## src/rtl/serial_alu_if.sv

```systemverilog
// Handshake and operand/result bundle between an issuing stage and serial_alu_unit.
// The master drives requests and operands; the slave returns status, result and flags.
interface serial_alu_if #(
  parameter int unsigned WIDTH = 16
);
  logic             start;
  logic             ready;
  logic [3:0]       op;
  logic             narrow;
  logic [WIDTH-1:0] a;
  logic [WIDTH-1:0] b;
  logic             done;
  logic [WIDTH-1:0] result;
  logic             flag_c;
  logic             flag_v;
  logic             flag_s;
  logic             flag_z;

  modport master (
    output start, op, narrow, a, b,
    input  ready, done, result, flag_c, flag_v, flag_s, flag_z
  );

  modport slave (
    input  start, op, narrow, a, b,
    output ready, done, result, flag_c, flag_v, flag_s, flag_z
  );
endinterface

```

## src/rtl/serial_alu_unit.sv

```systemverilog
// Digit-serial ALU: NSHIFT bits per cycle LSB-first for arith/logic, one bit per cycle for shifts.
// Owns the C/V/S/Z flags; result and flags move only on the edge that raises done.
module serial_alu_unit #(
  parameter int unsigned WIDTH  = 16,
  parameter int unsigned NSHIFT = 2
) (
  input logic         clk,
  input logic         reset_n,
  serial_alu_if.slave bus
);
  localparam int unsigned Half   = WIDTH / 2;
  localparam int unsigned CntW   = $clog2(WIDTH + 1);
  localparam int unsigned KwFull = $clog2(WIDTH);
  localparam int unsigned KwHalf = $clog2(Half);

  localparam logic [CntW-1:0]  LastFull  = CntW'(WIDTH / NSHIFT - 1);
  localparam logic [CntW-1:0]  LastHalf  = CntW'(Half / NSHIFT - 1);
  localparam logic [WIDTH-1:0] FullMask  = {WIDTH{1'b1}};
  localparam logic [WIDTH-1:0] LoMask    = {{(WIDTH - Half){1'b0}}, {Half{1'b1}}};
  localparam logic [WIDTH-1:0] FullMsb   = {1'b1, {(WIDTH - 1){1'b0}}};
  localparam logic [WIDTH-1:0] HalfMsb   = LoMask ^ (LoMask >> 1);
  localparam logic [WIDTH-1:0] KMaskFull = WIDTH'((32'd1 << KwFull) - 32'd1);
  localparam logic [WIDTH-1:0] KMaskHalf = WIDTH'((32'd1 << KwHalf) - 32'd1);

  typedef enum logic [0:0] {StIdle, StRun} state_e;

  typedef enum logic [3:0] {
    OpAdd = 4'd0, OpSub = 4'd1, OpAdc = 4'd2, OpSbc = 4'd3,
    OpAnd = 4'd4, OpOr  = 4'd5, OpXor = 4'd6, OpMov = 4'd7,
    OpCmp = 4'd8, OpShl = 4'd9, OpShr = 4'd10, OpSar = 4'd11
  } op_e;

  state_e           state_q, state_d;
  op_e              op_q, op_d;
  logic             narrow_q, narrow_d;
  logic [WIDTH-1:0] opa_q, opa_d;
  logic [WIDTH-1:0] opb_q, opb_d;
  logic [WIDTH-1:0] acc_q, acc_d;
  logic [CntW-1:0]  cnt_q, cnt_d;
  logic             carry_q, carry_d;
  logic             invb_q, invb_d;
  logic             zacc_q, zacc_d;
  logic             kzero_q, kzero_d;
  logic             ready_q, ready_d;
  logic             done_q, done_d;
  logic [WIDTH-1:0] result_q, result_d;
  logic             fc_q, fc_d, fv_q, fv_d, fs_q, fs_d, fz_q, fz_d;

  op_e              op_in;
  logic             in_shift, is_shift, is_arith;
  int unsigned      kval;
  logic [NSHIFT-1:0] da, db, dr;
  logic             c, c_top, msb_bit, shift_out;
  logic [WIDTH-1:0] msb_mask;

  always_comb begin
    state_d  = state_q;
    op_d     = op_q;
    narrow_d = narrow_q;
    opa_d    = opa_q;
    opb_d    = opb_q;
    acc_d    = acc_q;
    cnt_d    = cnt_q;
    carry_d  = carry_q;
    invb_d   = invb_q;
    zacc_d   = zacc_q;
    kzero_d  = kzero_q;
    done_d   = 1'b0;
    result_d = result_q;
    fc_d     = fc_q;
    fv_d     = fv_q;
    fs_d     = fs_q;
    fz_d     = fz_q;

    op_in     = (bus.op > 4'd11) ? OpMov : op_e'(bus.op);
    in_shift  = (op_in == OpShl) || (op_in == OpShr) || (op_in == OpSar);
    is_shift  = (op_q == OpShl) || (op_q == OpShr) || (op_q == OpSar);
    is_arith  = (op_q == OpAdd) || (op_q == OpSub) || (op_q == OpAdc) ||
                (op_q == OpSbc) || (op_q == OpCmp);
    kval      = bus.narrow ? (32'(bus.b & KMaskHalf) % Half) : (32'(bus.b & KMaskFull) % WIDTH);
    msb_bit   = narrow_q ? opa_q[Half-1] : opa_q[WIDTH-1];
    msb_mask  = narrow_q ? HalfMsb : FullMsb;
    da        = NSHIFT'(opa_q >> (32'(cnt_q) * NSHIFT));
    db        = NSHIFT'(opb_q >> (32'(cnt_q) * NSHIFT));
    dr        = '0;
    c         = carry_q;
    c_top     = carry_q;
    shift_out = 1'b0;

    unique case (state_q)
      StIdle: begin
        if (bus.start) begin
          state_d  = StRun;
          op_d     = op_in;
          narrow_d = bus.narrow;
          opa_d    = bus.narrow ? (bus.a & LoMask) : bus.a;
          opb_d    = bus.narrow ? (bus.b & LoMask) : bus.b;
          acc_d    = '0;
          zacc_d   = 1'b1;
          invb_d   = (op_in == OpSub) || (op_in == OpSbc) || (op_in == OpCmp);
          unique case (op_in)
            OpSub, OpCmp: carry_d = 1'b1;
            OpAdc, OpSbc: carry_d = fc_q;
            default:      carry_d = 1'b0;
          endcase
          // Shifts count down remaining steps; digit ops count digits up from zero.
          if (in_shift) begin
            kzero_d = (kval == 0);
            cnt_d   = (kval == 0) ? CntW'(1) : CntW'(kval);
          end else begin
            kzero_d = 1'b0;
            cnt_d   = '0;
          end
        end
      end

      StRun: begin
        if (is_shift) begin
          if (!kzero_q) begin
            unique case (op_q)
              OpShl: begin
                shift_out = msb_bit;
                opa_d     = (opa_q << 1) & (narrow_q ? LoMask : FullMask);
              end
              OpShr: begin
                shift_out = opa_q[0];
                opa_d     = opa_q >> 1;
              end
              default: begin
                shift_out = opa_q[0];
                opa_d     = (opa_q >> 1) | (msb_bit ? msb_mask : '0);
              end
            endcase
            carry_d = shift_out;
          end
          cnt_d = cnt_q - 1'b1;
          if (cnt_q == CntW'(1)) begin
            state_d  = StIdle;
            done_d   = 1'b1;
            result_d = opa_d;
            fs_d     = narrow_q ? opa_d[Half-1] : opa_d[WIDTH-1];
            fz_d     = (opa_d == '0);
            if (!kzero_q) fc_d = shift_out;
          end
        end else begin
          if (invb_q) db = ~db;
          for (int i = 0; i < NSHIFT; i++) begin
            c_top = c;
            dr[i] = da[i] ^ db[i] ^ c;
            c     = (da[i] & db[i]) | (c & (da[i] ^ db[i]));
          end
          unique case (op_q)
            OpAnd:   dr = da & db;
            OpOr:    dr = da | db;
            OpXor:   dr = da ^ db;
            OpMov:   dr = da;
            default: ;
          endcase
          acc_d   = acc_q | (WIDTH'(dr) << (32'(cnt_q) * NSHIFT));
          zacc_d  = zacc_q & (dr == '0);
          carry_d = c;
          cnt_d   = cnt_q + 1'b1;
          if (cnt_q == (narrow_q ? LastHalf : LastFull)) begin
            state_d = StIdle;
            done_d  = 1'b1;
            if (op_q != OpCmp) result_d = acc_d;
            fs_d = narrow_q ? acc_d[Half-1] : acc_d[WIDTH-1];
            fz_d = zacc_d;
            if (is_arith) begin
              fc_d = c;
              fv_d = c ^ c_top;
            end
          end
        end
      end

      default: state_d = StIdle;
    endcase

    ready_d = (state_d == StIdle);
  end

  always_ff @(posedge clk or negedge reset_n) begin
    if (!reset_n) begin
      state_q  <= StIdle;
      op_q     <= OpAdd;
      narrow_q <= 1'b0;
      opa_q    <= '0;
      opb_q    <= '0;
      acc_q    <= '0;
      cnt_q    <= '0;
      carry_q  <= 1'b0;
      invb_q   <= 1'b0;
      zacc_q   <= 1'b0;
      kzero_q  <= 1'b0;
      ready_q  <= 1'b1;
      done_q   <= 1'b0;
      result_q <= '0;
      fc_q     <= 1'b0;
      fv_q     <= 1'b0;
      fs_q     <= 1'b0;
      fz_q     <= 1'b0;
    end else begin
      state_q  <= state_d;
      op_q     <= op_d;
      narrow_q <= narrow_d;
      opa_q    <= opa_d;
      opb_q    <= opb_d;
      acc_q    <= acc_d;
      cnt_q    <= cnt_d;
      carry_q  <= carry_d;
      invb_q   <= invb_d;
      zacc_q   <= zacc_d;
      kzero_q  <= kzero_d;
      ready_q  <= ready_d;
      done_q   <= done_d;
      result_q <= result_d;
      fc_q     <= fc_d;
      fv_q     <= fv_d;
      fs_q     <= fs_d;
      fz_q     <= fz_d;
    end
  end

  assign bus.ready  = ready_q;
  assign bus.done   = done_q;
  assign bus.result = result_q;
  assign bus.flag_c = fc_q;
  assign bus.flag_v = fv_q;
  assign bus.flag_s = fs_q;
  assign bus.flag_z = fz_q;

endmodule

```

## src/flat_wrapper.sv

```systemverilog
// flat-port wrapper written by rule: the top's interface ports become plain ports
module serial_alu_unit_flat 
#(
  parameter int unsigned WIDTH  = 16,
  parameter int unsigned NSHIFT = 2
)
  (clk, reset_n, bus_start, bus_op, bus_narrow, bus_a, bus_b, bus_ready, bus_done, bus_result, bus_flag_c, bus_flag_v, bus_flag_s, bus_flag_z);
  serial_alu_if #(.WIDTH(WIDTH)) bus_i ();
  input logic clk;
  input logic reset_n;
  input wire logic [$bits(bus_i.start)-1:0] bus_start;
  input wire logic [$bits(bus_i.op)-1:0] bus_op;
  input wire logic [$bits(bus_i.narrow)-1:0] bus_narrow;
  input wire logic [$bits(bus_i.a)-1:0] bus_a;
  input wire logic [$bits(bus_i.b)-1:0] bus_b;
  output wire logic [$bits(bus_i.ready)-1:0] bus_ready;
  output wire logic [$bits(bus_i.done)-1:0] bus_done;
  output wire logic [$bits(bus_i.result)-1:0] bus_result;
  output wire logic [$bits(bus_i.flag_c)-1:0] bus_flag_c;
  output wire logic [$bits(bus_i.flag_v)-1:0] bus_flag_v;
  output wire logic [$bits(bus_i.flag_s)-1:0] bus_flag_s;
  output wire logic [$bits(bus_i.flag_z)-1:0] bus_flag_z;
  assign bus_i.start = bus_start;
  assign bus_i.op = bus_op;
  assign bus_i.narrow = bus_narrow;
  assign bus_i.a = bus_a;
  assign bus_i.b = bus_b;
  assign bus_ready = bus_i.ready;
  assign bus_done = bus_i.done;
  assign bus_result = bus_i.result;
  assign bus_flag_c = bus_i.flag_c;
  assign bus_flag_v = bus_i.flag_v;
  assign bus_flag_s = bus_i.flag_s;
  assign bus_flag_z = bus_i.flag_z;
  serial_alu_unit #(.WIDTH(WIDTH), .NSHIFT(NSHIFT)) u_core (.clk(clk), .reset_n(reset_n), .bus(bus_i));
endmodule
```

## config.mk

```make
export PLATFORM = sky130hd
export DESIGN_NAME = serial_alu_unit_flat
export DESIGN_NICKNAME = d
export VERILOG_FILES = /design/src/rtl/serial_alu_if.sv /design/src/rtl/serial_alu_unit.sv /design/src/flat_wrapper.sv
export SDC_FILE = /design/constraint.sdc
export NUM_CORES = 1
export LEC_CHECK = 0
export CAP_MARGIN = 0
export CORE_MARGIN = 2
export CORE_UTILIZATION = 25
export DETAILED_ROUTE_END_ITERATION = 10
export PLACE_DENSITY = 0.48
export SLEW_MARGIN = 10
export SYNTH_ARGS = -nofsm -noshare
export SYNTH_HDL_FRONTEND = slang
export SYNTH_SLANG_ARGS = --single-unit
```

## constraint.sdc

```tcl
create_clock -name clk -period 6 [get_ports clk]
set_clock_uncertainty 0.15 [all_clocks]
set_input_delay 0.6 -clock clk [delete_from_list [all_inputs] [get_ports clk]]
set_output_delay 0.6 -clock clk [all_outputs]
set_load 0.01 [all_outputs]
```

# Yosys cells after proc, flatten, opt, wreduce, memory -nomap -nowiden
# Index checks and enable logic that the tools add are counted.
[word_totals] reg_bits=85 in_bits=40
[classes] addsub=2 order_cmp=1 eq_ne=27 shifts=3 muxes=65 bitwise=22 reduce_logical=27
[ops] op="16-bit 2-to-1 mux" n=16
[ops] op="16-bit one-hot mux with 2 select lines" n=3
[ops] op="4-bit equality test (second input constant)" n=8
[ops] op="32-bit logical NOT" n=1
[ops] op="16-bit by 6-bit right shift with 2-bit output" n=2
[ops] op="1-bit 2-to-1 mux" n=28
[ops] op="5-bit 2-to-1 mux" n=4
[ops] op="16-bit bitwise AND" n=1
[ops] op="4-bit by 2-bit equality test with 1-bit output (second input constant)" n=4
[ops] op="4-bit by 3-bit equality test with 1-bit output (second input constant)" n=4
[ops] op="16-bit logical NOT" n=1
[ops] op="15-bit by 16-bit bitwise OR with 16-bit output" n=1
[ops] op="16-bit bitwise OR" n=1
[ops] op="2-bit by 6-bit << shifter with 16-bit output" n=1
[ops] op="1-bit logical OR" n=10
[ops] op="2-bit 2-to-1 mux" n=5
[ops] op="2-bit != test (second input constant)" n=5
[ops] op="5-bit one-hot mux with 2 select lines" n=1
[ops] op="4-bit by 1-bit equality test with 1-bit output (second input constant)" n=2
[ops] op="4-bit 2-to-1 mux" n=2
[ops] op="1-bit one-hot mux with 2 select lines" n=4
[ops] op="2-bit one-hot mux with 4 select lines" n=1
[ops] op="2-bit AND reduction" n=4
[ops] op="4-bit AND reduction" n=2
[ops] op="22 further kinds" n=36

# Logic depth before layout (Yosys ltp)
# Gate-level depths: netlist of the first run.
[logic_depth] depth_word=17 ltp_mapped=16

# Least setup slack after synthesis of the first run
# No wires, ideal clock.
[synth_timing] kind="register to register" start="register u_core.cnt_q[0]" end="register u_core.result_q[1] (netlist: u_core.bus.result[1])" setup_time_ns=0.121 arrival_ns=3.156 t_required_ns=5.729 setup_slack_ns=2.573 stages_incl_launch_ff=15 n_path_buf=2 period_less_slack_ns=3.427 cell_sequence="dfrtp_1 -> buf_4 -> mux4_2 -> mux2i_1 -> nor3_1 -> xor2_1 -> fa_1 -> inv_1 -> fa_1 -> inv_1 -> o22ai_1 -> o21ai_2 -> buf_6 -> a211o_1 -> a22o_1"
[synth_between] elab_chain_cells=17
[synth_rtl] element="from (decl)" line="serial_alu_unit.sv:39" source="logic [CntW-1:0] cnt_q, cnt_d;"
[synth_rtl] element="from (signal assigned)" line="serial_alu_unit.sv:210" source="cnt_q <= cnt_d;"
[synth_rtl] element="16-bit by 6-bit right shift with 2-bit output" line="serial_alu_unit.sv:84" source="db = NSHIFT'(opb_q >> (32'(cnt_q) * NSHIFT));"
[synth_rtl] element="2-bit inverter" line="serial_alu_unit.sv:146" source="if (invb_q) db = ~db;"
[synth_rtl] element="2-bit 2-to-1 mux" line="serial_alu_unit.sv:146"
[synth_rtl] element="2-bit 2-to-1 mux" line="serial_alu_unit.sv:118" source="if (is_shift) begin"
[synth_rtl] element="2-bit 2-to-1 mux" line="serial_alu_unit.sv:90" source="unique case (state_q)"
[synth_rtl] element="1-bit bitwise XOR" line="serial_alu_unit.sv:150" source="c = (da[i] & db[i]) | (c & (da[i] ^ db[i]));"
[synth_rtl] element="1-bit bitwise AND" line="serial_alu_unit.sv:150"
[synth_rtl] element="1-bit bitwise OR" line="serial_alu_unit.sv:150"
[synth_rtl] element="1-bit bitwise XOR" line="serial_alu_unit.sv:149" source="dr[i] = da[i] ^ db[i] ^ c;"
[synth_rtl] element="2-bit one-hot mux with 4 select lines" line="serial_alu_unit.sv:152" source="unique case (op_q)"
[synth_rtl] element="2-bit 2-to-1 mux" line="serial_alu_unit.sv:118"
[synth_rtl] element="2-bit 2-to-1 mux" line="serial_alu_unit.sv:90"
[synth_rtl] element="2-bit by 6-bit << shifter with 16-bit output" line="serial_alu_unit.sv:159" source="acc_d = acc_q | (WIDTH'(dr) << (32'(cnt_q) * NSHIFT));"
[synth_rtl] element="16-bit bitwise OR" line="serial_alu_unit.sv:159"
[synth_rtl] element="16-bit 2-to-1 mux" line="serial_alu_unit.sv:166" source="if (op_q != OpCmp) result_d = acc_d;"
[synth_rtl] element="16-bit 2-to-1 mux" line="serial_alu_unit.sv:163" source="if (cnt_q == (narrow_q ? LastHalf : LastFull)) begin"
[synth_rtl] element="16-bit 2-to-1 mux" line="serial_alu_unit.sv:118"
[synth_rtl] element="to (signal assigned)" line="serial_alu_unit.sv:217" source="result_q <= result_d;"
[synth_rtl] element="to (decl)" line="serial_alu_unit.sv:46" source="logic [WIDTH-1:0] result_q, result_d;"
# Several ways; a longest one is shown, not always the timed one. The select of a mux whose other input is x is not followed.
# A chain may end at the register's enable or synchronous reset.

# Worst setup path after layout of the first run
[layout_timing] start="register u_core.cnt_q[0]" end="register u_core.result_q[13] (netlist: u_core.bus.result[13])"
# Same word-level chain as after synthesis.

==> results by group, run 1 <==
Outcome
  – Outcome: complete, no violations

Die
  – # IOs: 62
  – Die area: 21600 um^2
  – CORE AREA: slightly above 20000 um^2
  – Die height: ~150 um
  – Initial Util: 25.4%
  – Row count: 52
  – Die Width: approximately 150 um

Logic synthesis
  – Yosys reg bits: 85
  – Post-Syn Nets: around 630
  – Register area share after synthesis: 41.7%
  – Cell Area, Synth: 5100 um^2
  – Synth top area cells: dfrtp_1, nand2_1, nor2_1
  – Primary FF master, synth: dfrtp_1
  – Commonest cells in the netlist: nand2_1, dfrtp_1, nor2_1
  – Mapped Cells: roughly 580
  – YS warnings: 0
  – Synth unique cells: 67
  – Synth area leader: dfrtp_1
  – EDFF count, synth: 0
  – Dominant cell by count in the synthesized netlist: nand2_1
  – Mapped Avg Cell Area: roughly 8.9 um^2
  – Async SR Flop Fraction: 100%
  – Yosys top cell area share: 41.2%

Global routing
  – Grt ovf: 0
  – Overall Global Routing Usage: between 10% and 20%
  – Initial antenna violation count: 0
  – First-pass GRT wire length: ~26000 um
  – Vias in the first global route: 4413
  – Largest net degree at the start of global routing: 79

STA
  – Minimum clock period: 4.07 ns
  – Final setup viols: 0
  – Final Hold Viols: 0
  – Least-Margin Pin Slew: ~1.1 ns
  – Slew Limit Fails: 0
  – Max-slew headroom: 27.9%
  – Max Freq: 246 MHz
  – Tcrit/Tclk final: roughly two thirds
  – Final setup TNS: 0 ns
  – Setup repair after global routing missed its margin: false

Worst setup path
  – Nature of the critical path startpoint: flip-flop
  – Arrival @ worst endpoint: around 4.2 ns
  – Worst-path fanout max: 20
  – CP Capture Type: flip-flop
  – Worst R2R Path Depth: 12
  – Required time of the critical path: between 6 and 7 ns
  – Setup CP Type: reg2reg

Detailed routing
  – Pre-Repair DR Iteration Count: 5
  – Vias/cell: ~5.1
  – DR iter-0 viols: around 440
  – Top sig layer: met4
  – Met2 WL: between 7000 and 8000 um
  – Met1 wire length: 7260 um
  – Via count: 4549
  – DRT antenna net count: 0
  – Drc violations: 0
  – DRT Wirelength: roughly 16000 um
  – Met3 WL: 926 um
  – Routed len/inst: between 15 and 20 um

Clock tree
  – CTS clk-pin slew, worst paths: around 0.070 ns
  – Clock Sinks: between 80 and 90
  – PostCTS Resize Cnt: 0
  – Root Driver: clkbuf_16
  – Inserted Clock Buffers: 9
  – Post-CTS Setup Bufs: 0
  – Maximum root-to-sink buffer count: 2
  – H-tree depth: 3
  – Skew-Pair Late Insertion Delay: roughly 0.35 ns
  – TritonCTS clock tree: yes
  – Number of hold buffers added after CTS: 1

Place
  – # port buffers: 61
  – Gpl congestion: ~0.84
  – Detailed Place HPWL: around 12000 um

Power and ir drop
  – PD cells: approximately 580 nW/um^2
  – Switching Share: a little under half
  – Tot Pwr: 3.60 mW
  – Sequential power share: between 30% and 40%
  – Clk pwr share: about 17%
  – LEAKAGE: about 2.6 nW
  – Psw: approximately 1.6 mW
  – Internal: 1.96 mW
  – Comb power frac: between 50% and 60%
  – Peak VDD IR: 0.177 mV

Finish
  – Layout cells sized above 1: under 10%
  – Ant diodes: 0
  – Final Net Count: 663
  – Layout area overhead: 21.9%

Min path
  – Type of the tightest min-delay check: reg2reg
  – Worst hold path depth: 2

Run
  – # Max-Cap Violations: 0
[final timing paths]
path | from | to | slack, ns
setup / recovery | u_core.cnt_q[0] | u_core.bus.result[13] | 1.93
hold / removal | u_core.opb_q[2] | u_core.opb_q[2] | 0.32
setup reg to reg | u_core.cnt_q[0] | u_core.bus.result[13] | 1.93
hold reg to reg | u_core.opb_q[2] | u_core.opb_q[2] | 0.32
max in group asynchronous | reset_n | u_core.acc_q[3] | 4.03
min in group asynchronous | reset_n | u_core.opb_q[8] | 0.44
[registers in the layout, indices dropped and copies added, names as in the netlist]
name,cells
u_core.invb_q,1
u_core.bus.flag_s,1
u_core.kzero_q,1
u_core.opa_q,16
u_core.opb_q,16
u_core.acc_q,16
u_core.bus.flag_v,1
u_core.bus.result,16
u_core.cnt_q,5
u_core.carry_q,1
u_core.op_q,4
u_core.bus.done,1
u_core.narrow_q,1
u_core.bus.flag_z,1
u_core.zacc_q,1
u_core.state_q,1
u_core.bus.ready,1
u_core.bus.flag_c,1
[metal layers]
metal / global-route usage [%] / up-vias
li1: - / 2152
met1: 20.6 / 2221
met2: 23.8 / 153
met3: 3.32 / 23
met4: 5.44 / 0
met5: 0 / -
[power groups by stage]
stage          Combinational (mW)  Sequential, mW  Clock (mW)
3_5_place_dp                 1.80            1.18           0
6_report                     1.80            1.18       0.618
3_3_place_gp                 1.76            1.18           0
2_1_floorplan                1.39            1.03           0
5_1_grt                      2.00            1.22       0.652
4_1_cts                      1.81            1.17       0.631
[stage by stage]
step	std cells	setup WS [ns]	hold slack [ns]	util [%]	instance area [um^2]
floorplan	576	2.57	0.154	-	5100
global placement	872	2.01	0.273	29.2	5880
detailed placement	872	1.92	0.272	29.2	5880
CTS	889	1.90	0.322	30.9	6210
global route	889	1.67	0.335	30.9	6220
finish	889	1.93	0.324	30.9	6220
[cells in the final DEF (no fill, tap or decap), drive strengths merged, types with 7 or more instances in the layout]
cell and instances:
nor2 61, nor3 10, buf 7, a31oi 15, a311oi 8, o22ai 13
dfrtp 84, a221oi 8, ha 7, mux2i 19, nand2b 14, inv 16
nor2b 7, clkdlybuf4s50 60, a22o 7, o21ai 35, a21oi 30, nand2 97
a211oi 11, nand3b 10, clkbuf 9
[cell families after synthesis]
group / synth area share (%)
muxes: 6.89
and+or+nand+nor: 22.3
buffers and inverters: 5.22
xor gates and xnor gates: 1.03
AOI/OAI and AO/OA: 20.3
adders and majority gates: 2.50
DFF: 41.7
[layout make-up]
type                    instances  area, um^2
well taps                     270         338
inverters                      13        48.8
flip-flops and latches         85        2130
fillers                      2093       13900
multi-input cells             437        2710
clock inverters                 7         103
repair buffers                 68         663
clock buffers                   9         225
[critical path, stage by stage (launching register included)]
cell     delay (ns)
dfrtp_1        0.76
mux4_2         0.58
mux2i_1        0.15
nor3_1         0.07
xor2_1         0.29
fa_1           0.27
inv_1          0.06
fa_1           0.47
inv_1          0.04
o22ai_1        0.19
o21ai_2        0.28
a311o_1        0.44
a22o_1         0.19
No activity file was read; power rests on OpenSTA's default activity.
==> inputs of run 2 (changes only) <==
--- a/config.mk
+++ b/config.mk
@@ -9,7 +9,7 @@
 export CORE_MARGIN = 2
 export CORE_UTILIZATION = 25
 export DETAILED_ROUTE_END_ITERATION = 10
-export PLACE_DENSITY = 0.48
+export PLACE_DENSITY = 0.5
 export SLEW_MARGIN = 10
 export SYNTH_ARGS = -nofsm -noshare
 export SYNTH_HDL_FRONTEND = slang
==> constraint.sdc (replaced) <==
create_clock -name clk -period 3.6 [get_ports clk]
set_clock_uncertainty 0.15 [all_clocks]
set_input_delay 0.36 -clock clk [delete_from_list [all_inputs] [get_ports clk]]
set_output_delay 0.36 -clock clk [all_outputs]
set_load 0.01 [all_outputs]
==> run 2 against run 1 <==
  * Non-clock buffer count grew 22
  * Global-route usage grew 0.18 points
  * Critical endpoint is now u_core.bus.flag_s
  * Combinational power rose by 92%
  * Sequential share of layout area down 0.94 points
  * Worst hold slack worse by 0.28 ns
  * Critical path depth up 2
  * Die area is the same
  * Critical path type unchanged
  * Register-to-register slack worse by 1.8 ns
  * First-iteration DRC count shrank 11%
  * Final area increased by 2.9%
  * Maximum frequency up 18%
  * Largest cell class unchanged
==> results by group, run 2 (same netlist as run 1, synthesis figures left out) <==
Outcome
  – Outcome: complete, no violations

Clock tree
  – CTS clk-pin slew, worst paths: roughly 0.070 ns
  – Inserted Clock Buffers: 9
  – Clock Sinks: 85
  – Root Driver: clkbuf_16
  – H-tree depth: 3
  – Maximum root-to-sink buffer count: 2
  – TritonCTS clock tree: yes
  – Skew-Pair Late Insertion Delay: 0.35 ns

STA
  – Slew Limit Fails: 0
  – Final Hold Viols: 0
  – Least-Margin Pin Slew: 1.02 ns
  – Max-slew headroom: about a third
  – Max Freq: around 290 MHz
  – Final setup viols: 0
  – Final setup TNS: 0 ns
  – Minimum clock period: between 3 and 4 ns
  – Tcrit/Tclk final: 95.6%
  – Setup repair after global routing missed its margin: true

Finish
  – Final Net Count: just under 700
  – Ant diodes: 0
  – Most common cell after layout, fill and taps aside: nand2_1
  – Fill count: 2090
  – Fin area: between 6000 and 7000 um^2
  – Most frequent cells in the layout: nand2_1, dfrtp_1, nor2_1, clkdlybuf4s50_1, o21ai_0
  – Layout cells sized above 1: between 10% and 20%
  – Layout area overhead: 25.4%
  – Post-layout util: 31.8%

Die
  – Die height: around 150 um
  – Die Width: around 150 um
  – Die area: roughly 22000 um^2
  – Initial Util: between 20% and 30%
  – CORE AREA: around 20000 um^2
  – Row count: between 50 and 60
  – # IOs: slightly above 60

Worst setup path
  – Setup CP Type: reg2reg
  – Buffers plus inverters on the worst setup path: 4
  – Worst R2R Path Depth: 14
  – CP Capture Type: flip-flop
  – Max stage delay on crit path: between 0.5 and 0.6 ns
  – CP Cell Sequence: buf_4 > mux2i_1 > and3_1 > a21oi_1 > and3_1 > fa_2 > inv_1 > fa_1 > inv_1 > o22ai_2 > o21ai_4 > buf_4 > a211oi_1 > o31ai_1
  – Family with the most delay on the worst path: compound AO/OA/AOI/OAI gates
  – Required time of the critical path: 3.69 ns
  – WP depth: 14
  – CP max-delay cell: dfrtp_1
  – Worst-path fanout max: 8
  – Arrival @ worst endpoint: around 3.5 ns
  – Nature of the critical path startpoint: flip-flop

Power and ir drop
  – PD cells: slightly below 1000 nW/um^2
  – LEAKAGE: 2.69 nW
  – Peak VDD IR: approximately 0.41 mV

Global routing
  – Overall Global Routing Usage: roughly 15%
  – Vias in the first global route: about 4600
  – Initial antenna violation count: 0
  – Grt ovf: 0
  – Largest net degree at the start of global routing: 79
  – First-pass GRT wire length: roughly 26000 um

Place
  – Dpl cell area: about 6000 um^2
  – Gpl congestion: between 0.9 and 1
  – Detailed Place HPWL: approximately 12000 um
  – # port buffers: 61

Run
  – # Max-Cap Violations: 0

Detailed routing
  – Drc violations: 0
  – DRT Wirelength: roughly 16000 um
  – DR iter-0 viols: between 300 and 400
  – Vias/cell: about 5.1
  – DRT antenna net count: 0
  – Routed len/inst: between 15 and 20 um
  – Pre-Repair DR Iteration Count: 5
  – Via count: 4649

Min path
  – Type of the tightest min-delay check: in2async
run 2: changes by cell type in the layout (fill, tap and decap cells not counted), sizes merged:
cell         before  now
inv              16   17
buf               7   30
clkinvlp          1    0
dlygate4sd3       1    0
run 2: layer usage:
layer  part of all wire, %  up-vias  GRT usage [%]  routed length (um)
met5                     0        -              0                   0
met4                   1.4        0           4.17                 227
met3                   5.6       16           4.29                 906
met2                    48      166           25.1                7780
met1                    45     2279           20.1                7350
li1                      -     2188              -                   -
run 2: cell type report:
type                            count  area (um^2)  share of cell area (%)
Tap cell                          270          338                    5.28
Multi-Input combinational cell    437         2730                    42.6
Clock buffer                        9          225                    3.52
Timing Repair Buffer               90          830                    13.0
Clock inverter                      7          103                    1.60
Inverter                           13         48.8                   0.763
Sequential cell                    85         2130                    33.3
run 2: final timing paths:
| kind | startpoint | to | slack (ns) |
|---|---|---|---|
| max | u_core.cnt_q[1] | u_core.bus.flag_s | 0.16 |
| min | reset_n | u_core.opb_q[10] | 0.04 |
| max reg2reg | u_core.cnt_q[1] | u_core.bus.flag_s | 0.16 |
| min reg2reg | u_core.opb_q[11] | u_core.opb_q[11] | 0.33 |
| max in group asynchronous | reset_n | u_core.cnt_q[0] | 2.55 |
| min in group clk | u_core.opb_q[11] | u_core.opb_q[11] | 0.33 |
run 2: repair_timing:
item,CTS,global route
gates resized for setup,2,4
pin swaps,0,2
hold buffers,0,0
setup endpoints to repair,1,11
setup buffers,0,5
run 2: metrics by stage:
step                hold slack, ns  instances  worst slack [ns]  power [mW]
finish                      0.0392        911             0.157        6.36
floorplan                  -0.0856        576             0.173        4.03
global route                 0.128        911           -0.0292        6.82
detailed placement           0.314        890          -0.00880        5.13
global placement             0.314        890            0.0568        5.07
CTS                         0.0921        906            0.0655        6.22
run 2: worst register-to-register path, stage by stage (launching register included):
cell and delay (ns):
dfrtp_1 0.56, buf_4 0.22, mux2i_1 0.07, and3_1 0.18, a21oi_1 0.17, and3_1 0.27, fa_2 0.24, inv_1 0.05
fa_1 0.47, inv_1 0.05, o22ai_2 0.20, o21ai_4 0.15, buf_4 0.17, a211oi_1 0.28, o31ai_1 0.12
run 2: power by group:
part	internal [mW]	leakage, nW	switching, mW
sequential	1.39	1.05	0.487
combinational	1.52	1.48	1.93
clock	0.619	0.163	0.416
total	3.53	2.69	2.83
